--- src/rtl/prefix_adder_compare.sv ---
// Registered comparison of three 8-bit parallel-prefix adders: exact Kogge-Stone,
// approximate Kogge-Stone (low APPROX_BITS bits OR-ed, no carry chain) and exact
// Ladner-Fischer, with error output and running statistics.
module prefix_adder_compare #(
    parameter int unsigned APPROX_BITS = 3
) (
    input  logic        clk,
    input  logic        rst,
    input  logic        in_valid,
    input  logic [7:0]  a,
    input  logic [7:0]  b,
    output logic        out_valid,
    output logic [8:0]  sum_ks_exact,
    output logic [8:0]  sum_ks_approx,
    output logic [8:0]  sum_lf_exact,
    output logic [9:0]  err,
    output logic [15:0] vec_count,
    output logic [15:0] err_count,
    output logic        exact_mismatch
);

    localparam int K = int'(APPROX_BITS);

    // Kogge-Stone prefix: spans 1, 2, 4; returns group generate G[i:0] per bit.
    function automatic logic [7:0] ks_prefix(input logic [7:0] g, input logic [7:0] p);
        logic [7:0] gg, pp, gn, pn;
        gg = g;
        pp = p;
        for (int s = 1; s < 8; s = s * 2) begin
            gn = gg;
            pn = pp;
            for (int i = s; i < 8; i++) begin
                gn[i] = gg[i] | (pp[i] & gg[i-s]);
                pn[i] = pp[i] & pp[i-s];
            end
            gg = gn;
            pp = pn;
        end
        return gg;
    endfunction

    logic [7:0] g, p;
    logic [7:0] c_ks, c_ap, c_lf;
    logic [7:0] g_ap, p_ap;
    logic [8:0] ks_sum, ap_sum, lf_sum;
    logic [9:0] err_comb;

    // Exact Kogge-Stone sum.
    always_comb begin
        g      = a & b;
        p      = a ^ b;
        c_ks   = ks_prefix(g, p);
        ks_sum = '0;
        ks_sum[0] = p[0];
        for (int i = 1; i < 8; i++) ks_sum[i] = p[i] ^ c_ks[i-1];
        ks_sum[8] = c_ks[7];
    end

    // Approximate Kogge-Stone: masking the low bits to (g=0,p=0), except bit K-1
    // which keeps its generate, makes the carry into bit K equal a[K-1]&b[K-1]
    // and lets one full-width prefix serve the exact upper part.
    always_comb begin
        g_ap = g;
        p_ap = p;
        for (int i = 0; i < 8; i++) begin
            if (i < K) begin
                g_ap[i] = (i == K - 1) ? g[i] : 1'b0;
                p_ap[i] = 1'b0;
            end
        end
        c_ap   = ks_prefix(g_ap, p_ap);
        ap_sum = '0;
        for (int i = 0; i < 8; i++) begin
            if (i < K)       ap_sum[i] = a[i] | b[i];
            else if (i == 0) ap_sum[i] = p[i];
            else             ap_sum[i] = p[i] ^ c_ap[i-1];
        end
        ap_sum[8] = c_ap[7];
    end

    // Ladner-Fischer: 3 sparse stages, fan-out doubling (1, 2, 4).
    always_comb begin
        logic [7:0] g1, p1, g2, p2;
        g1 = g;
        p1 = p;
        for (int i = 1; i < 8; i += 2) begin
            g1[i] = g[i] | (p[i] & g[i-1]);
            p1[i] = p[i] & p[i-1];
        end
        g2 = g1;
        p2 = p1;
        for (int i = 2; i < 4; i++) begin
            g2[i] = g1[i] | (p1[i] & g1[1]);
            p2[i] = p1[i] & p1[1];
        end
        for (int i = 6; i < 8; i++) begin
            g2[i] = g1[i] | (p1[i] & g1[5]);
            p2[i] = p1[i] & p1[5];
        end
        c_lf = g2;
        for (int i = 4; i < 8; i++) c_lf[i] = g2[i] | (p2[i] & g2[3]);
        lf_sum = '0;
        lf_sum[0] = p[0];
        for (int i = 1; i < 8; i++) lf_sum[i] = p[i] ^ c_lf[i-1];
        lf_sum[8] = c_lf[7];
    end

    // Signed error of the approximate path against the exact one.
    always_comb begin
        err_comb = {1'b0, ks_sum} - {1'b0, ap_sum};
    end

    // Result registers and saturating statistics.
    always_ff @(posedge clk) begin
        if (rst) begin
            out_valid      <= 1'b0;
            sum_ks_exact   <= '0;
            sum_ks_approx  <= '0;
            sum_lf_exact   <= '0;
            err            <= '0;
            vec_count      <= '0;
            err_count      <= '0;
            exact_mismatch <= 1'b0;
        end else begin
            out_valid <= in_valid;
            if (in_valid) begin
                sum_ks_exact  <= ks_sum;
                sum_ks_approx <= ap_sum;
                sum_lf_exact  <= lf_sum;
                err           <= err_comb;
                if (vec_count != 16'hFFFF) vec_count <= vec_count + 16'd1;
                if (err_comb != '0 && err_count != 16'hFFFF) err_count <= err_count + 16'd1;
                if (ks_sum != lf_sum) exact_mismatch <= 1'b1;
            end
        end
    end

endmodule

--- config.mk ---
export PLATFORM = sky130hd
export DESIGN_NAME = prefix_adder_compare
export DESIGN_NICKNAME = d
export VERILOG_FILES = /design/src/rtl/prefix_adder_compare.sv
export SDC_FILE = /design/constraint.sdc
export NUM_CORES = 1
export LEC_CHECK = 0
export ABC_AREA = 1
export BUFFER_PORTS_ARGS = -buffer_cell sky130_fd_sc_hd__buf_2
export CORE_MARGIN = 2
export CORE_UTILIZATION = 50
export DETAILED_ROUTE_END_ITERATION = 10
export PLACE_DENSITY = 0.74
export SLEW_MARGIN = 20
export SYNTH_ARGS = -nofsm -noshare
export SYNTH_HDL_FRONTEND = slang
export SYNTH_SLANG_ARGS = --single-unit
--- constraint.sdc ---
create_clock -name clk -period 3.4 [get_ports clk]
set_input_delay 0 -clock clk [delete_from_list [all_inputs] [get_ports clk]]
set_output_delay 0 -clock clk [all_outputs]
set_load 0.05 [all_outputs]
Word level (Yosys, flattened, before mapping):

Index checks and enable logic that the tools add are counted.

* register bits after elaboration: 71
* input port bits: 19
* word-level logic and storage cells: 101

* add/sub/neg operators: 3
* eq/ne operators: 3
* bitwise operators: 82
* reduce and logical (&&, ||, !) cells: 5

Operators by type and width (count)
* $and 1x1->1: 36
* $add 16x1->16 const B: 2
* $ne 16x16->1 const B: 2
* $or 1x1->1: 28
* $xor 1x1->1: 16
* $reduce_bool 10->1: 1
* $sub 9x9->10: 1
* $and 8x8->8: 1
* $xor 8x8->8: 1
* $reduce_and 2->1: 3
* $ne 4x4->1: 1
* $logic_and 1x1->1: 1

Depth between registers and ports, before layout:

Gate-level depths: netlist of run 1.

* depth after elaboration: 11
* gate-level depth with buffers: 23
* mapped depth without buffers: 22

Least setup slack after synthesis of run 1:

No wires, ideal clock.

* kind: input port to flip-flop
* from: input port a[0]
* to: register err_count[5]
* arrival: 2787 ps
* required time: 3290 ps
* slack: 503 ps
* cell stages on the path: 21
* path buffers: 1
* path through: ha_1 > fa_1 > inv_1 > fa_1 > inv_1 > ha_1 > nand2_1 > nand2_1 > a21oi_1 > inv_1 > nand3_1 > nand3_1 > nor2_1 > nand2_1 > nor2_2 > nand4_4 > buf_6 > nand3_1 > nand2_1 > inv_1 > nor2_1

* elaborated cells between the ends (all ways): 28
* those cells by class: add/sub: 1; bitwise: 24; reduce/logical: 3

RTL lines
* start: declaration: RTL line 10 `input logic [7:0] a,`
* $and 8x8->8: RTL line 50 `g = a & b;`
* $and 1x1->1: RTL line 33 `gn[i] = gg[i] | (pp[i] & gg[i-s]);`
* $or 1x1->1: RTL line 33
* $xor 1x1->1: RTL line 55 `for (int i = 1; i < 8; i++) ks_sum[i] = p[i] ^ c_ks[i-1];`
* net ks_sum[2]: RTL line 45 `logic [8:0] ks_sum, ap_sum, lf_sum;`
* $sub 9x9->10: RTL line 110 `err_comb = {1'b0, ks_sum} - {1'b0, ap_sum};`
* $reduce_bool 10->1: RTL line 132 `if (err_comb != '0 && err_count != 16'hFFFF) err_count <= err_count + 16'd1;`
* $logic_and 1x1->1: RTL line 132
* $reduce_and 2->1 (no source line)
* end signal: assignment: RTL line 132
* end: declaration: RTL line 18 `output logic [15:0] err_count,`

The timed path passes the listed nets, and every way through them passes these cells.
A chain may end at the register's enable or synchronous reset.

Worst setup path after layout of run 1:

* from: input port a[0]
* to: register err_count[7]

* elaborated cells between the ends (all ways): 28
* those cells by class: add/sub: 1; bitwise: 24; reduce/logical: 3

RTL lines
* $xor 8x8->8 or $or 1x1->1 (tied branches): RTL line 51, 74
* $sub 9x9->10 *: RTL line 110
* net err_comb[0]: RTL line 46 `logic [9:0] err_comb;`
* $reduce_bool 10->1 *: RTL line 132
* $logic_and 1x1->1 *: RTL line 132
* $reduce_and 2->1 (no source line) *

Mark *: on every way through the listed nets, which the timed path passes. The rest lies on a longest branch.

==> metrics.md, run 1 <==
| Metric | Value |
|---|---|
| Post-layout nets | 733 |
| Later-pin clock latency in the skew report | 0.35 ns |
| Post-synthesis sequential area ratio | 31.7% |
| Critical Path AT | 3.30 ns |
| Worst r2r src | err_count[0] |
| CTS tree | yes |
| Syn_nets | 651 |
| Ys async rst share | 0% |
| Gr usage total | 23.5% |
| Mux cell area share after synthesis | 0% |
| Clock Skew | 0.0134 ns |
| Hold Path Class | in2reg |
| Beginning of the worst hold path | b[0] |
| Avg Cell Area, Syn | 6.86 sq um |
| Final Cycle Share | 88.8% |
| Post-CTS Hold Fix Bufs | 0 |
| RSZ-0062 raised after global routing | false |
| Setup crit end kind | flip-flop |
| Pre-CTS WS | 0.0547 ns |
| Commonest cells after routing, fill and taps aside | nand2_1, inv_1, buf_2 |
| Commonest non-fill, non-tap cell in the layout | nand2_1 |
| Initial Utilization | 51.3% |
| Min Tclk post-route | 3.02 ns |
| Vias per cell | 5.15 |
| Root Buffer Master | clkbuf_8 |
| Share of cells above drive strength 1 | 20.1% |
| Clk buf depth | 2 |
| Vias in the first global route | 3806 |
| Final TNS setup | 0 ns |
| Mapped cell area | 4170 sq um |
| CTS sink count | 66 |
| Antenna Nets Post-Route | 0 |
| Largest net degree at the start of global routing | 62 |
| DR WL/cell | 12.6 um |
| Cells on Worst Hold Path | 4 |
| Synth Area in XOR/XNOR | 3.78% |
| Post-synth EDFFs | 0 |
| Pwr Density | 474 nW/um^2 |
| Crit-path slowest cell | fa_1 |
| Top cell type by total area after synthesis | dfxtp_1 |
| Max Freq | 331 MHz |
| CP Data Required Time | 3.69 ns |
| Dominant synthesized flop cell | dfxtp_1 |
| Final HPWL DP | 7.62 mm |
| Max-slew headroom | 60.2% |
| Startpoint Class | primary input |
| Initial antenna violation count | 0 |
| Post-synthesis simple-gate area fraction | 32.0% |
| Most used cell, CP | nand2_1 |
| TritonRoute pass-1 iters | 7 |
| Max cap viols | 0 |
| Port Buffers | 89 |
| Worst-path cell chain | buf_2 -> ha_1 -> fa_1 -> inv_1 -> fa_1 -> inv_1 -> ha_1 -> nand2_1 -> nand2_1 -> a21oi_1 -> inv_1 -> nand3_1 -> nand3_1 -> nor2_1 -> nand2_1 -> nor2_2 -> nand4_4 -> nand3_1 -> nand2_1 -> a21oi_2 |
| Resize count post-CTS | 0 |
| Hold Path End | sum_ks_approx[0] |
| Top cells by area, synth | dfxtp_1, nand2_1, inv_1, ha_1, nand3_1 |
| Netlist cell types | 43 |
| Die Height | 95.3 um |
| Post-CTS setup buffer count | 0 |
| # IOs | 90 |
| Crit-path max cell delay | 0.45 ns |
| Clk slew on worst S/H paths | 0.09 ns |
| Warnings, synthesis | 0 |
| Final Max Tran Viols | 0 |
| Sequential cell area | 1320 sq um |
| Fin worst setup slack | 0.382 ns |
| Crit Path Max Fanout | 14 |
| Setup CP Type | in2reg |
| # DRC | 0 |
| Fill cells | 773 |
| Die ar. | 9090 sq um |
| 1st-iter DRT viols | 151 |
| Synth-to-Final Area Change | 16.3% |
| Drt total wl | 10.1 mm |
| Top cell type's share of synthesized area | 31.7% |
| Worst-Margin Slew | 0.597 ns |
| Die Span X | 95.3 um |
| Remaining Overflow, GRT | 0 |
| Maximum VDD drop | 0.206 mV |
| H-tree Lvls | 3 |
| Final Setup Violations | 0 |
| FF-to-FF setup slack | 1.14 ns |
| Final Hold Viols | 0 |
| Run status | complete, no violations |
| Multi-input gate area | 2350 sq um |
| DR vias | 4116 |
| Complex-gate fraction of the synthesized area | 12.7% |
| RR Endpoint | err_count[14] |
| Cells after Synth | 608 |
| Post-synthesis sequential element count | 66 |
| Reg2reg path depth | 11 |
| Routability cong. | 0.893 |
| Rows | 33 |
| Synthesized-area fraction occupied by adder cells | 7.92% |
| Largest family of logic cells by synthesized area | simple AND/OR/NAND/NOR gates |
| Std-Cell Core Area | 8130 sq um |
| First-pass GRT wire length | 16.9 mm |
| Leak pwr | 0.00246 uW |
| Antenna Cells | 0 |
| CTS Buf Count | 9 |
==> per-stage QoR <==
step | area [sq um] | hold WS, ns | cells | total power (uW) | util [%]
6_report | 4850 | 0.0430 | 800 | 2300 | 59.7
5_1_grt | 4850 | 0.0656 | 800 | 2450 | 59.7
4_1_cts | 4850 | 0.0390 | 800 | 2310 | 59.7
3_5_place_dp | 4660 | 0.415 | 784 | 1680 | 57.3
3_3_place_gp | 4660 | 0.386 | 784 | 1670 | 57.3
2_1_floorplan | 4170 | 0.260 | 608 | 1510 | -
==> power breakdown <==
part           switching [uW]  internal [uW]
clock network             324            307
logic                     588            230
registers                28.4            821
==> sequential cells by signal, indices dropped and copies added, names as in the netlist <==
| register | count |
|---|---|
| out_valid | 1 |
| exact_mismatch | 1 |
| sum_ks_approx | 9 |
| vec_count | 16 |
| sum_lf_exact | 9 |
| err_count | 16 |
| err | 10 |
| sum_ks_exact | 4 |
==> layer usage <==
layer  vias up  track usage (%)  routed length, um  share of wire, %
met5         -                0                  0                 0
met4         0             8.70                203               2.0
met3        21             3.48                531               5.3
met2       113             41.1               4830                48
met1      1848             29.1               4510                45
li1       2134                -                  -                 -
==> worst max-delay path by stage <==
stage	startpoint	cells after the start	to
floorplan	a[0]	21	err_count[5]
finish	a[0]	20	err_count[7]
CTS	a[0]	20	err_count[10]
global route	a[0]	20	err_count[4]
global placement	a[0]	21	err_count[15]
detailed placement	a[0]	21	err_count[5]
==> Yosys cell counts (2+ instances only) <==
cell / count
ha_1: 20
nand2_2: 6
nand3_1: 45
nor4_1: 4
inv_1: 100
dfxtp_1: 66
o211ai_1: 9
o21ai_0: 41
a21oi_2: 5
nor3_1: 20
nor3b_1: 3
clkbuf_1: 11
xnor2_1: 2
a21oi_1: 34
nand3_2: 4
nor2_2: 7
fa_1: 4
buf_4: 6
nand2_1: 114
buf_1: 3
nand4_1: 17
xor2_1: 16
nor2_1: 51
==> cells by family after synthesis <==
family	after synthesis
simple gates	281
flops	66
buf+inv	124
compound gates	95
xor+xnor	18
fa+ha+maj	24
==> cell type report <==
cell class	instances	share of cell area (%)
sequential	66	27.2
clock inverter	5	0.773
timing repair buffer	93	9.80
tap	105	2.71
inverter	102	7.89
multi-input combinational	418	48.5
clock buffer	11	3.12
==> worst max-delay path: cells and delay by family <==
kind            cells  cell delay (ns)
buf+inv             4             0.40
compound gates      2             0.31
simple gates       10             1.15
fa+ha+maj           4             1.42
Note: power is estimated with default switching activity, not from simulation.
==> inputs of run 2 (changes only) <==
--- a/config.mk
+++ b/config.mk
@@ -7,6 +7,7 @@
 export LEC_CHECK = 0
 export ABC_AREA = 1
 export BUFFER_PORTS_ARGS = -buffer_cell sky130_fd_sc_hd__buf_2
+export CAP_MARGIN = 20
 export CORE_MARGIN = 2
 export CORE_UTILIZATION = 50
 export DETAILED_ROUTE_END_ITERATION = 10
==> constraint.sdc (replaced) <==
create_clock -name clk -period 2.9 [get_ports clk]
set_input_delay 0 -clock clk [delete_from_list [all_inputs] [get_ports clk]]
set_output_delay 0 -clock clk [all_outputs]
set_load 0.05 [all_outputs]
==> run 2 against run 1 <==
Against the previous run:
- setup slack worse by 0.24 ns
- count of clock-buffer cells in the layout is the same
- critical path depth rose by 2
- final area increased by 5.4%
- combinational power increased by 39%
- routed wire length up 4.7%
- die area unchanged
- register-to-register slack got worse by 0.52 ns
- sequential cell count unchanged
- clock power up 1%
- non-clock buffer count is 30 higher
- first-iteration DRC count up 12%
==> metrics.md, run 2 (synthesis results as in run 1) <==
| Metric | Value |
|---|---|
| Commonest cells after routing, fill and taps aside | nand2_1, inv_1, buf_2 |
| Rows | 33 |
| Final Setup Violations | 0 |
| CTS Buf Count | 9 |
| Gr usage total | 23.8% |
| Crit path from | a[0] |
| Final Cycle Share | 95.1% |
| M1 GR Usage | 28.3% |
| Worst setup path end | err_count[13] |
| Remaining Overflow, GRT | 0 |
| DR vias | 4319 |
| Hold Path Class | in2reg |
| Clk buf depth | 2 |
| Post-layout nets | 765 |
| Final Max Tran Viols | 0 |
| DR WL/cell | 12.7 um |
| Initial antenna violation count | 0 |
| Commonest non-fill, non-tap cell in the layout | nand2_1 |
| Drt total wl | 10.6 mm |
| CP Data Required Time | 3.15 ns |
| Port Buffers | 89 |
| Vias in the first global route | 4000 |
| Reg2reg path depth | 10 |
| Run status | complete, no violations |
| Final design utilization | 62.9% |
| Final HPWL DP | 7.99 mm |
| 1st-iter DRT viols | 169 |
| Worst-Margin Slew | 0.600 ns |
| Max-slew headroom | 60.0% |
| Leak pwr | 0.00261 uW |
| Min Tclk post-route | 2.76 ns |
| TritonRoute pass-1 iters | 4 |
| Antenna Nets Post-Route | 0 |
| Max Freq | 363 MHz |
| Initial Utilization | 51.3% |
| Hold_ws | 0.0666 ns |
| Antenna Cells | 0 |
| Clk slew on worst S/H paths | 0.08 ns |
| Pwr Density | 542 nW/um^2 |
| Maximum VDD drop | 0.219 mV |
| Largest net degree at the start of global routing | 62 |
| Max cap viols | 0 |
| Critical Path AT | 3.00 ns |
| Largest regs | err_count (16), vec_count (16), err (10) |
| CTS sink count | 66 |
| Setup crit end kind | flip-flop |
| Die Height | 95.3 um |
| RR Endpoint | err_count[13] |
| Global route hottest layer | met2 |
| Die Span X | 95.3 um |
| Setup CP Type | in2reg |
| Die ar. | 9090 sq um |
| Cells on Worst Hold Path | 4 |
| GRT met3 Usage | 4.58% |
| H-tree Lvls | 3 |
| Clock Skew | 0.00842 ns |
| Share of cells above drive strength 1 | 24.9% |
| Later-pin clock latency in the skew report | 0.34 ns |
| Design Power | 2780 uW |
| GR Util met2 | 42.2% |
| Root Buffer Master | clkbuf_8 |
| Final Hold Viols | 0 |
| Routability cong. | 0.894 |
| # DRC | 0 |
| First-pass GRT wire length | 17.2 mm |
| CTS tree | yes |
| Startpoint Class | primary input |
| FF-to-FF setup slack | 0.62 ns |
| Pre-CTS WS | -0.330 ns |
| Vias per cell | 5.20 |
| # IOs | 90 |
| Crit Path Max Fanout | 7 |
| Synth-to-Final Area Change | 22.6% |
| Worst r2r src | err_count[0] |
| Post-CTS Hold Fix Bufs | 0 |
| Std-Cell Core Area | 8130 sq um |
| Fin worst setup slack | 0.142 ns |
==> run 2: cell count changes in the layout (fill, tap and decap cells not counted), moves of 2 or more <==
cell | before | now
clkinvlp_4 | 2 | 0
clkbuf_8 | 11 | 9
nand2_2 | 6 | 9
clkinv_2 | 1 | 4
buf_4 | 4 | 34
nand2_1 | 114 | 111
nand3_1 | 45 | 41
clkbuf_1 | 0 | 2
nand3_2 | 4 | 9
==> run 2: worst max-delay path, cell delays in order <==
cell and delay (ns):
buf_2 0.10, ha_2 0.19, fa_2 0.21, inv_2 0.05
fa_1 0.57, inv_1 0.07, ha_1 0.33, buf_4 0.16
nand2_1 0.06, nand2_1 0.05, nand2_1 0.09, nand2_2 0.08
nand2_1 0.07, nand2_1 0.08, nor2_2 0.17, nand2_2 0.08
nor2_4 0.17, nand4_4 0.18, nand3_1 0.12, nand2_1 0.07
inv_1 0.05, nor2_1 0.03
==> run 2: final cells by class <==
type / instances / area, sq um
inverters: 102 / 383
repair buffers: 123 / 701
well taps: 105 / 131
flip-flops and latches: 66 / 1320
fillers: 741 / 3020
clock inverters: 4 / 20.0
multi-input cells: 420 / 2430
clock buffers: 11 / 131
==> run 2: stage by stage <==
stage	area (sq um)	instances	setup TNS, ns
2_1_floorplan	4170	608	0
3_3_place_gp	4880	813	-1.84
3_5_place_dp	4880	813	-4.62
4_1_cts	5030	828	0
5_1_grt	5120	831	-0.00999
6_report	5120	831	0
==> run 2: power breakdown <==
part	switching [uW]	total, uW	internal [uW]
Combinational	757	1140	382
Sequential	32.7	996	963
Clock	340	640	300
Total	1130	2780	1650
==> run 2: repair_timing <==
item | in CTS | in global routing
setup endpoints to repair | 0 | 16
buffers inserted | 0 | 1
hold endpoints to repair | 0 | 0
gates resized for setup | 0 | 14
==> run 2: worst min-delay path by stage <==
stage	from	end	slack, ns
after floorplan	rst	vec_count[9]	0.26
after global placement	b[0]	sum_ks_approx[0]	0.39
after detailed placement	b[0]	sum_ks_approx[0]	0.41
after CTS	b[0]	sum_ks_approx[0]	0.05
after global routing	b[0]	sum_ks_approx[0]	0.09
final	b[0]	sum_ks_approx[0]	0.07
==> run 2: layer usage <==
| metal | share of wire (%) | wire length [um] |
|---|---|---|
| met1 | 44 | 4640 |
| met2 | 49 | 5220 |
| met3 | 5.1 | 535 |
| met4 | 1.5 | 155 |
| met5 | 0 | 0 |
==> inputs of run 3 (changes only) <==
--- a/config.mk
+++ b/config.mk
@@ -6,7 +6,7 @@
 export NUM_CORES = 1
 export LEC_CHECK = 0
 export ABC_AREA = 1
-export BUFFER_PORTS_ARGS = -buffer_cell sky130_fd_sc_hd__buf_2
+export BUFFER_PORTS_ARGS = -buffer_cell sky130_fd_sc_hd__clkbuf_2
 export CAP_MARGIN = 20
 export CORE_MARGIN = 2
 export CORE_UTILIZATION = 50
==> run 3 against run 2 <==
Against the previous run:
- setup slack worse by 0.043 ns
- final area up 1.5%
- cell count is 0.12% higher
- first-iteration DRC count fell by 18%
- highest routed layer unchanged
==> metrics.md, run 3 (synthesis results as in run 1) <==
| Metric | Value |
|---|---|
| 1st-iter DRT viols | 139 |
| Dpl cells | 814 |
| Setup crit end kind | flip-flop |
| Final Hold Viols | 0 |
| Min Tclk post-route | 2.80 ns |
| Hold_ws | 0.0385 ns |
| Largest regs | err_count (16), vec_count (16), err (10) |
| Max-slew headroom | 62.8% |
| Worst r2r src | err_count[0] |
| Share of cells above drive strength 1 | 25.3% |
| Fin area | 5190 sq um |
| Non-Filler Instances | 832 |
| Root Buffer Master | clkbuf_8 |
| Startpoint Class | primary input |
| Clock Skew | 0.00833 ns |
| Hold Path Class | in2reg |
| Crit path from | a[0] |
| Die ar. | 9090 sq um |
| Crit Path Max Fanout | 7 |
| Design Power | 2950 uW |
| # DRC | 0 |
| CP Data Required Time | 3.18 ns |
| Max Freq | 357 MHz |
| First-pass GRT wire length | 17.0 mm |
| DR vias | 4356 |
| Post-CTS setup buffer count | 0 |
| Final Setup Violations | 0 |
| Leak pwr | 0.00259 uW |
| Clk buf depth | 2 |
| Clk slew on worst S/H paths | 0.08 ns |
| TritonRoute pass-1 iters | 4 |
| Commonest cells after routing, fill and taps aside | nand2_1, inv_1, clkbuf_2 |
| Synth-to-Final Area Change | 24.5% |
| Final HPWL DP | 7.96 mm |
| Antenna Cells | 0 |
| Remaining Overflow, GRT | 0 |
| Initial Utilization | 51.3% |
| Drt total wl | 10.8 mm |
| CTS Buf Count | 9 |
| Vias per cell | 5.24 |
| Final Cycle Share | 96.6% |
| Die Span X | 95.3 um |
| Post-layout nets | 765 |
| Initial antenna violation count | 0 |
| Worst-Margin Slew | 0.554 ns |
| Commonest non-fill, non-tap cell in the layout | nand2_1 |
| Pwr Density | 568 nW/um^2 |
| Largest net degree at the start of global routing | 52 |
| Std-Cell Core Area | 8130 sq um |
| Run status | complete, no violations |
| CTS sink count | 66 |
| Vias in the first global route | 3971 |
| Gr usage total | 23.5% |
| Setup CP Type | in2reg |
| H-tree Lvls | 3 |
| Post-DP Area | 4890 sq um |
| DR WL/cell | 13.0 um |
| Port Buffers | 89 |
| Final TNS setup | 0 ns |
| # IOs | 90 |
| Critical Path AT | 3.08 ns |
| Beginning of the worst hold path | b[0] |
| Final Max Tran Viols | 0 |
| Routability cong. | 0.898 |
| Max cap viols | 0 |
| Rows | 33 |
| CTS tree | yes |
| Maximum VDD drop | 0.331 mV |
| Die Height | 95.3 um |
| Antenna Nets Post-Route | 0 |
| Later-pin clock latency in the skew report | 0.33 ns |
[run 3: cell count changes in the layout (fill, tap and decap cells not counted), sizes merged]
cell,delta
buf,-89
clkinvlp,+2
clkbuf,+90
clkinv,-3
bufinv,+1
[run 3: routing by layer]
layer / vias up / routed length, um / GRT usage [%]
li1: 2201 / - / -
met5: - / 0 / 0
met4: 0 / 150 / 7.13
met2: 130 / 5450 / 41.6
met3: 14 / 540 / 5.14
met1: 2011 / 4700 / 28.2
[run 3: power by group]
group          total (uW)  internal, uW  switching, uW
registers             997           963           34.1
clock network         803           443            359
logic                1150           385            766
total                2950          1790           1160
[run 3: what timing repair did]
action,CTS,global route
resized for setup,0,15
endpoints found under the setup margin,0,16
hold buffers,0,0
[run 3: final timing paths]
| kind | cells past startpoint | to | slack (ns) |
|---|---|---|---|
| setup / recovery | 21 | err_count[10] | 0.1 |
| hold / removal | 4 | sum_ks_approx[0] | 0.04 |
| setup reg to reg | 10 | err_count[11] | 0.58 |
| hold reg to reg | 2 | exact_mismatch | 0.46 |
[run 3: area by class of cell]
class | instances | area [sq um]
multi-input combinational | 420 | 2450
sequential | 66 | 1320
timing repair buffer | 123 | 701
fill | 751 | 2940
tap | 105 | 131
inverter | 102 | 383
clock buffer | 12 | 155
clock inverter | 4 | 50.0
[run 3: critical path: stages]
cell and delay [ns]:
clkbuf_2 0.09, ha_2 0.19, fa_2 0.35, inv_2 0.08
fa_1 0.43, inv_1 0.13, ha_4 0.22, buf_4 0.13
nand2_1 0.07, nand2_1 0.06, nand2_1 0.08, nand2_1 0.10
nand2_1 0.08, nand2_1 0.08, nor2_2 0.16, nand2_1 0.11
nor2_4 0.20, nand4_4 0.18, nand3_1 0.12, nand2_1 0.10
a21oi_2 0.12
[run 3: through the flow]
stage / util, % / worst slack [ns]
2_1_floorplan: - / 0.00313
3_3_place_gp: 60.1 / -0.148
3_5_place_dp: 60.1 / -0.313
4_1_cts: 62.6 / 0.00728
5_1_grt: 63.9 / -0.00755
6_report: 63.9 / 0.0994
